[config.mk]
export PLATFORM = sky130hd
export DESIGN_NAME = chacha_block_scheduler
export DESIGN_NICKNAME = d
export VERILOG_FILES = /design/src/rtl/chacha_block_scheduler.sv
export SDC_FILE = /design/constraint.sdc
export NUM_CORES = 1
export LEC_CHECK = 0
export BUFFER_PORTS_ARGS = -buffer_cell sky130_fd_sc_hd__buf_2
export CORE_ASPECT_RATIO = 1.75
export CORE_MARGIN = 1
export CORE_UTILIZATION = 54
export DETAILED_ROUTE_END_ITERATION = 12
export GPL_ROUTABILITY_DRIVEN = 0
export PLACE_DENSITY = 0.81
export REMOVE_ABC_BUFFERS = 1
export SYNTH_ARGS = -nofsm -noshare
export SYNTH_HDL_FRONTEND = slang
export SYNTH_SLANG_ARGS = --single-unit
[constraint.sdc]
create_clock -name clk_i -period 2.9 [get_ports clk_i]
set_input_delay 0.58 -clock clk_i [delete_from_list [all_inputs] [get_ports clk_i]]
set_output_delay 0.58 -clock clk_i [all_outputs]
set_load 0.02 [all_outputs]
[src/rtl/chacha_block_scheduler.sv]
// ChaCha block scheduler: sequences a run of keystream blocks through an external
// block function. It hands each block counter to the block function, waits for the
// finished block, then offers that block to the serializer until it is accepted.
// Optional feature: define CHACHA_SCHED_TIMEOUT_EN to bound the wait for bf_ready_i.
module chacha_block_scheduler #(
    parameter int unsigned CNT_W       = 16,
    parameter int unsigned TIMEOUT_CYC = 64
) (
    input  logic             clk_i,
    input  logic             rst_ni,
    input  logic             start_i,
    input  logic [31:0]      init_counter_i,
    input  logic [CNT_W-1:0] num_blocks_i,
    output logic [31:0]      bf_block_o,
    output logic             bf_load_o,
    input  logic             bf_ready_i,
    output logic             ks_valid_o,
    input  logic             ks_ready_i,
    output logic [CNT_W-1:0] ks_index_o,
    output logic             busy_o,
    output logic             done_o,
    output logic             err_o
);

    typedef enum logic [2:0] {
        StIdle,
        StLoad,
        StWaitBf,
        StHold,
        StDone,
        StErr
    } state_e;

    state_e           state_q, state_d;
    logic [31:0]      bf_block_q, bf_block_d;
    logic [CNT_W-1:0] remaining_q, remaining_d;
    logic [CNT_W-1:0] ks_index_q, ks_index_d;
    logic             err_q, err_d;

`ifdef CHACHA_SCHED_TIMEOUT_EN
    localparam int unsigned WaitW = (TIMEOUT_CYC < 2) ? 1 : $clog2(TIMEOUT_CYC + 1);
    logic [WaitW-1:0] wait_cnt_q, wait_cnt_d;
`else
    // Timeout limit has no effect when the wait counter is not built.
    logic unused_timeout;
    assign unused_timeout = ^TIMEOUT_CYC;
`endif

    // State and datapath registers, cleared asynchronously.
    always_ff @(posedge clk_i or negedge rst_ni) begin
        if (!rst_ni) begin
            state_q     <= StIdle;
            bf_block_q  <= '0;
            remaining_q <= '0;
            ks_index_q  <= '0;
            err_q       <= 1'b0;
        end else begin
            state_q     <= state_d;
            bf_block_q  <= bf_block_d;
            remaining_q <= remaining_d;
            ks_index_q  <= ks_index_d;
            err_q       <= err_d;
        end
    end

`ifdef CHACHA_SCHED_TIMEOUT_EN
    // Wait-cycle counter for the block function handshake.
    always_ff @(posedge clk_i or negedge rst_ni) begin
        if (!rst_ni) begin
            wait_cnt_q <= '0;
        end else begin
            wait_cnt_q <= wait_cnt_d;
        end
    end
`endif

    // Next-state logic: run sequencing, counter advance and error detection.
    always_comb begin
        state_d     = state_q;
        bf_block_d  = bf_block_q;
        remaining_d = remaining_q;
        ks_index_d  = ks_index_q;
        err_d       = err_q;
`ifdef CHACHA_SCHED_TIMEOUT_EN
        wait_cnt_d  = wait_cnt_q;
`endif
        case (state_q)
            // ERR accepts a new run exactly like IDLE does.
            StIdle, StErr: begin
                if (start_i) begin
                    bf_block_d  = init_counter_i;
                    remaining_d = num_blocks_i;
                    ks_index_d  = '0;
                    err_d       = 1'b0;
                    state_d     = (num_blocks_i == '0) ? StDone : StLoad;
                end
            end
            StLoad: begin
                state_d = StWaitBf;
`ifdef CHACHA_SCHED_TIMEOUT_EN
                wait_cnt_d = '0;
`endif
            end
            StWaitBf: begin
                if (bf_ready_i) begin
                    state_d = StHold;
                end else begin
`ifdef CHACHA_SCHED_TIMEOUT_EN
                    if (wait_cnt_q == WaitW'(TIMEOUT_CYC - 1)) begin
                        state_d = StErr;
                        err_d   = 1'b1;
                    end else begin
                        wait_cnt_d = wait_cnt_q + 1'b1;
                    end
`endif
                end
            end
            StHold: begin
                if (ks_ready_i) begin
                    if (remaining_q == CNT_W'(1)) begin
                        state_d = StDone;
                    end else if (bf_block_q == 32'hFFFF_FFFF) begin
                        // Next block would reuse counter 0: refuse to wrap.
                        state_d = StErr;
                        err_d   = 1'b1;
                    end else begin
                        remaining_d = remaining_q - 1'b1;
                        ks_index_d  = ks_index_q + 1'b1;
                        bf_block_d  = bf_block_q + 32'd1;
                        state_d     = StLoad;
                    end
                end
            end
            StDone: begin
                state_d = StIdle;
            end
            default: begin
                state_d = StIdle;
            end
        endcase
    end

    // Outputs decoded directly from the registered state.
    always_comb begin
        bf_block_o = bf_block_q;
        ks_index_o = ks_index_q;
        bf_load_o  = (state_q == StLoad);
        ks_valid_o = (state_q == StHold);
        busy_o     = (state_q != StIdle);
        done_o     = (state_q == StDone);
        err_o      = err_q;
    end

endmodule

==> impl_metrics.csv, run 1 <==
group,metric,value,unit
sta,slew_headroom,53.1,%
floorplanning,row_count,42,
sta,skew,0.00488,ns
worst_setup_path,critical_path_class,"flip-flop to output port",
clocking,cts-buffers-inserted,9,
detailed_routing,wl_met1,4.91,mm
floorplanning,die_x,69.2,µm
grt,grt_antenna_before_repair,0,
layout,instances_no_fill,711,
clocking,clockRootBuffer,"clkbuf_16",
layout,nets,675,
floorplanning,die_area,0.00828,mm²
grt,first_global_vias,4280,
floorplanning,initial_core_util,56.0,%
layout,nFillCells,655,
power_and_ir_drop,ir_drop,0.000644,V
yosys,async_flop_share,100,%
worst_setup_path,crit_path_start_kind,"flip-flop",
clocking,cts.sinks,68,
yosys,netlist-cell-type-count,52,
worst_setup_path,reg2reg_slack,0.32,ns
worst_setup_path,r2r-start,"bf_block_o[0]",
detailed_routing,wl_met2,6.56,mm
layout,drive_above_1_share,23.9,%
flow_run,cap_violations,0,
clocking,cts.clk_slew.worst_paths,0.06,ns
sta,period_share,90.0,%
clocking,htree_levels,3,
detailed_routing,drc,0,
detailed_routing,top_layer_used,"met4",
sta,rsz0062_at_grt,"false",
sta,hold_viol,0,
layout,antenna_cells,0,
grt,grt_max_degree,82,
detailed_routing,routed_wl,12.5,mm
floorplanning,core,0.00762,mm²
detailed_routing,dr_wl_met3,710,µm
detailed_routing,ant_nets,0,
placement,dp.cells,695,
floorplanning,io_pins,106,
yosys,ys.flop_type,"dfrtp_1",
outcome,status,"finished clean",
detailed_routing,vias_per_cell,6.50,
sta,worst_hold_slack,0.151,ns
worst_setup_path,critPathMaxFanout,81,
worst_setup_path,worstPathArrival,2.03,ns
layout,multi_input_area,0.00233,mm²
placement,dp_hpwl,8.52,mm
sta,worst_slew_pin_slew,0.703,ns
placement,port_buffers,105,
worst_setup_path,rr_endpoint,"bf_block_o[29]",
grt,grt_pass1_wl,20.3,mm
clocking,worstSkewPairLatency,0.33,ns
clocking,cts_tree,"yes",
grt,grt_usage,30.2,%
worst_setup_path,reg2regPathDepth,8,
layout,layout_common_cells,"105 x buf_2, 68 x dfrtp_1, 62 x nor2_1",
power_and_ir_drop,p_per_area,1110,mW/mm²
yosys,synth-seq-cells,68,
yosys,synthCells,520,
sta,slew_violations,0,
detailed_routing,wl_per_cell,17.6,µm
hold_path,hold_class,"input port to asynchronous set/reset pin",
detailed_routing,vias,4625,
yosys,syn_avg_cell_area,8.21,µm²
yosys,synthesis.area,0.00427,mm²
detailed_routing,dr.pass1.iters,5,
yosys,synth_edf_count,0,
sta,fmax,0.383,GHz
clocking,ctsHoldBuffers,0,
floorplanning,die_h,120,µm
yosys,ys_warn_count,0,
worst_setup_path,required,2.32,ns
yosys,synth-seq-area-share,39.8,%
clocking,cts_buffer_depth,2,
grt,grt.overflow.total,0,
sta,fin_setup_tns,0,ns
worst_setup_path,crit_path_end_kind,"output port",
sta,finalSetupViolCount,0,
sta,period_needed,2.61,ns
layout,syn_to_final_growth,19.8,%
layout,layout_commonest_cell,"buf_2",
layout,sequential_cell_area,0.00170,mm²
detailed_routing,drt_iter0_markers,477,
power_and_ir_drop,power.leakage,2.19,nW
-- cell usage after synthesis (all sizes together) (2+ instances only) --
cell type	instances	share of area, %
a21oi	46	6.0
clkbuf	16	1.5
nand3	27	3.2
nand2b	7	1.0
a2bb2oi	8	1.6
o2bb2ai	3	0.62
a22oi	7	1.3
or3	4	0.59
nor3b	5	0.88
o21ai	57	6.8
nor4b	2	0.41
inv	8	0.70
and4	2	0.41
ha	4	1.2
o22a	12	2.5
nand2	47	4.2
nor2	62	5.4
o22ai	11	1.6
or4	4	0.70
o21a	3	0.53
and2	4	0.59
a31oi	21	3.1
buf	18	3.5
o211ai	3	0.64
dfrtp	68	40
o31ai	7	1.2
and3	14	2.1
nand4	10	1.5
nor4	14	2.1
o311ai	2	0.41
nor3	14	1.6
-- worst max-delay path by stage --
stage	slack (ns)	to	depth (start not counted)	startpoint
finish	0.29	ks_valid_o	5	state_q[1]
global route	0.15	bf_block_o[29]	8	bf_block_o[0]
CTS	0.17	ks_index_o[8]	8	state_q[2]
detailed placement	0.18	ks_index_o[8]	8	state_q[2]
global placement	0.32	bf_block_o[29]	8	bf_block_o[0]
floorplan	-0.87	ks_index_o[8]	7	state_q[0]
-- critical path: stages (launching register included) --
cell and delay (ns):
dfrtp_1 0.41, nand3b_4 0.10, buf_4 0.58, inv_2 0.13, buf_12 0.26, buf_2 0.20
-- through the flow --
step	setup WS [ns]	total power, mW	instance area [µm²]	utilization (%)
6_report	0.290	5.67	5120	67.2
5_1_grt	0.155	6.00	5120	67.2
4_1_cts	0.166	5.63	5120	67.1
3_5_place_dp	0.185	4.62	4850	63.7
3_3_place_gp	0.325	4.50	4850	63.7
2_1_floorplan	-0.874	3.58	4060	-
-- area by class of cell --
class / instances / share of cell area [%]
clock buffers: 14 / 4.96
clock inverters: 2 / 0.196
inverters: 8 / 0.587
multi-input cells: 410 / 45.5
flip-flops and latches: 68 / 33.3
well taps: 88 / 2.15
repair buffers: 121 / 13.3
-- routing by layer --
metal / vias to the layer above / track usage (%)
met3: 36 / 4.70
met4: 0 / 12.5
li1: 2149 / -
met2: 200 / 52.5
met5: - / 0
met1: 2240 / 36.9
-- logic make-up after synthesis --
family	synth area share [%]
simple gates	25.3
compound gates	27.5
flops	39.8
buf+inv	5.66
fa+ha+maj	1.17
xor+xnor	0.205
mux	0.234
-- report_power, final --
group	switching [mW]	leakage, nW	internal, mW
Sequential	0.475	0.820	1.33
Clock	0.398	0.131	0.600
Combinational	1.81	1.24	1.05
Total	2.69	2.19	2.98
-- registers in the layout (all words and copies together), names as in the netlist --
| name | flops |
|---|---|
| ks_index_o | 16 |
| remaining_q | 16 |
| bf_block_o | 32 |
| state_q | 3 |
| err_o | 1 |
-- repair_timing --
| item | CTS | global route |
|---|---|---|
| setup endpoints to repair | 0 | 1 |
| buffers inserted | 0 | 0 |
| gates resized for setup | 0 | 1 |
(Power assumes the default switching activity.)
==> inputs of run 2 (changes only) <==
--- a/config.mk
+++ b/config.mk
@@ -6,13 +6,15 @@
 export NUM_CORES = 1
 export LEC_CHECK = 0
 export BUFFER_PORTS_ARGS = -buffer_cell sky130_fd_sc_hd__buf_2
-export CORE_ASPECT_RATIO = 1.75
+export CELL_PAD_IN_SITES_DETAIL_PLACEMENT = 1
+export CELL_PAD_IN_SITES_GLOBAL_PLACEMENT = 1
 export CORE_MARGIN = 1
-export CORE_UTILIZATION = 54
+export CORE_UTILIZATION = 39
 export DETAILED_ROUTE_END_ITERATION = 12
 export GPL_ROUTABILITY_DRIVEN = 0
-export PLACE_DENSITY = 0.81
+export PLACE_DENSITY_LB_ADDON = 0.1
 export REMOVE_ABC_BUFFERS = 1
+export SETUP_SLACK_MARGIN = 0.05
 export SYNTH_ARGS = -nofsm -noshare
 export SYNTH_HDL_FRONTEND = slang
 export SYNTH_SLANG_ARGS = --single-unit
==> run 2 against run 1 <==
Setup slack worse by 0.0028 ns. Final cell count grew 7.6%. Design area is 0.61% higher. Combinational power grew 2%. Sequential share of layout area shrank 0.20 points. Sequential power hardly changed. Flip-flop and latch count is the same. Power down 3.2%. Die area rose by 37%. Clock power shrank 25%. Global-route usage down 5.0 points. Critical path type is now flip-flop to flip-flop. Largest cell class unchanged. Highest routed layer unchanged.
==> impl_metrics.csv, run 2 (same netlist as run 1, synthesis figures left out) <==
group,metric,value,unit
outcome,status,"finished clean",
clocking,ctsHoldBuffers,0,
sta,period_share,90.1,%
clocking,cts_buffer_depth,2,
sta,fmax,0.383,GHz
sta,finalSetupViolCount,0,
layout,nets,681,
power_and_ir_drop,p_per_area,1070,mW/mm²
sta,fin_setup_tns,0,ns
sta,fin_ws,0.287,ns
detailed_routing,dr.pass1.iters,4,
grt,grt.overflow.total,0,
layout,syn_to_final_growth,20.6,%
sta,rsz0062_at_grt,"false",
sta,worst_slew_pin_slew,0.661,ns
clocking,cts.clk_slew.worst_paths,0.09,ns
flow_run,cap_violations,0,
detailed_routing,routed_wl,13.7,mm
floorplanning,die_area,0.0114,mm²
floorplanning,io_pins,106,
detailed_routing,ant_nets,0,
worst_setup_path,critPathMaxFanout,21,
floorplanning,initial_core_util,40.8,%
worst_setup_path,required,3.17,ns
placement,pre_cts_slack,0.227,ns
sta,hold_viol,0,
grt,grt_antenna_before_repair,0,
power_and_ir_drop,power.leakage,2.18,nW
power_and_ir_drop,ir_drop,0.000476,V
detailed_routing,vias,4468,
detailed_routing,drc,0,
layout,layout_common_cells,"105 x buf_2, 68 x dfrtp_1, 62 x nor2_1",
grt,grt_pass1_wl,22.8,mm
worst_setup_path,crit_path_end_kind,"flip-flop",
layout,drive_above_1_share,25.3,%
clocking,worstSkewPairLatency,0.36,ns
layout,nFillCells,1325,
placement,dp_hpwl,9.62,mm
clocking,cts_setup_buffers,0,
clocking,cts_tree,"yes",
placement,placed_cell_area,0.00497,mm²
layout,final_area,0.00515,mm²
floorplanning,core,0.0105,mm²
detailed_routing,vias_per_cell,5.84,
layout,largest_register_ffs,32,
sta,skew,0.0150,ns
floorplanning,die_h,107,µm
layout,layout_commonest_cell,"buf_2",
detailed_routing,wl_per_cell,18.0,µm
hold_path,hold_class,"input port to asynchronous set/reset pin",
clocking,cts.sinks,68,
floorplanning,die_x,107,µm
clocking,cts-buffers-inserted,9,
layout,antenna_cells,0,
worst_setup_path,worstPathArrival,2.88,ns
clocking,cts_resized,0,
grt,grt_max_degree,82,
grt,grt_usage,25.2,%
placement,port_buffers,105,
worst_setup_path,critical_path_class,"flip-flop to flip-flop",
detailed_routing,drt_iter0_markers,217,
worst_setup_path,crit_path_start_kind,"flip-flop",
floorplanning,row_count,37,
sta,period_needed,2.61,ns
clocking,htree_levels,3,
sta,slew_violations,0,
clocking,clockRootBuffer,"clkbuf_8",
grt,first_global_vias,4434,
sta,slew_headroom,56.0,%
run 2: power by group:
| part | internal (mW) | total, mW | switching (mW) |
|---|---|---|---|
| Clock | 0.330 | 0.745 | 0.415 |
| Combinational | 1.09 | 2.94 | 1.85 |
| Sequential | 1.33 | 1.80 | 0.474 |
run 2: layer usage:
layer | global-route usage (%) | vias to the layer above | wire (µm)
li1 | - | 2155 | -
met1 | 35.3 | 2213 | 6740
met2 | 40.3 | 84 | 6360
met3 | 2.98 | 16 | 462
met4 | 8.32 | 0 | 182
met5 | 0 | - | 0
run 2: worst paths after layout:
kind,end,slack (ns),cells after the start,startpoint
worst max-delay path,ks_index_o[9],0.29,8,bf_block_o[0]
worst min-delay path,remaining_q[12],0.24,1,rst_ni
worst max register to register,ks_index_o[9],0.29,8,bf_block_o[0]
worst min register to register,ks_index_o[12],0.51,1,ks_index_o[12]
max in group asynchronous,state_q[0],1.97,2,rst_ni
min in group clk_i,bf_block_o[1],0.47,3,init_counter_i[1]
run 2: cell type report:
type / instances / area, µm² / area share, %
Multi-Input combinational cell: 410 / 2330 / 45.2
Sequential cell: 68 / 1700 / 33.0
Timing Repair Buffer: 127 / 741 / 14.4
Tap cell: 136 / 170 / 3.30
Clock buffer: 10 / 138 / 2.67
Clock inverter: 6 / 40.0 / 0.778
Inverter: 8 / 30.0 / 0.583
run 2: through the flow:
step / util, % / instances / power [mW] / hold WS [ns]
global route: 49.2 / 765 / 5.91 / 0.280
floorplan: - / 486 / 3.58 / 0.284
global placement: 47.5 / 749 / 4.63 / 0.478
CTS: 49.2 / 765 / 5.51 / 0.248
detailed placement: 47.5 / 749 / 4.75 / 0.499
finish: 49.2 / 765 / 5.49 / 0.239
run 2: worst max-delay path, stage by stage, from the launching register on:
cell,delay (ns)
dfrtp_1,0.43
ha_1,0.27
nand2_1,0.10
nand4b_1,0.32
or4_1,0.62
nand2_2,0.25
buf_4,0.30
o21ai_0,0.14
o31ai_1,0.09
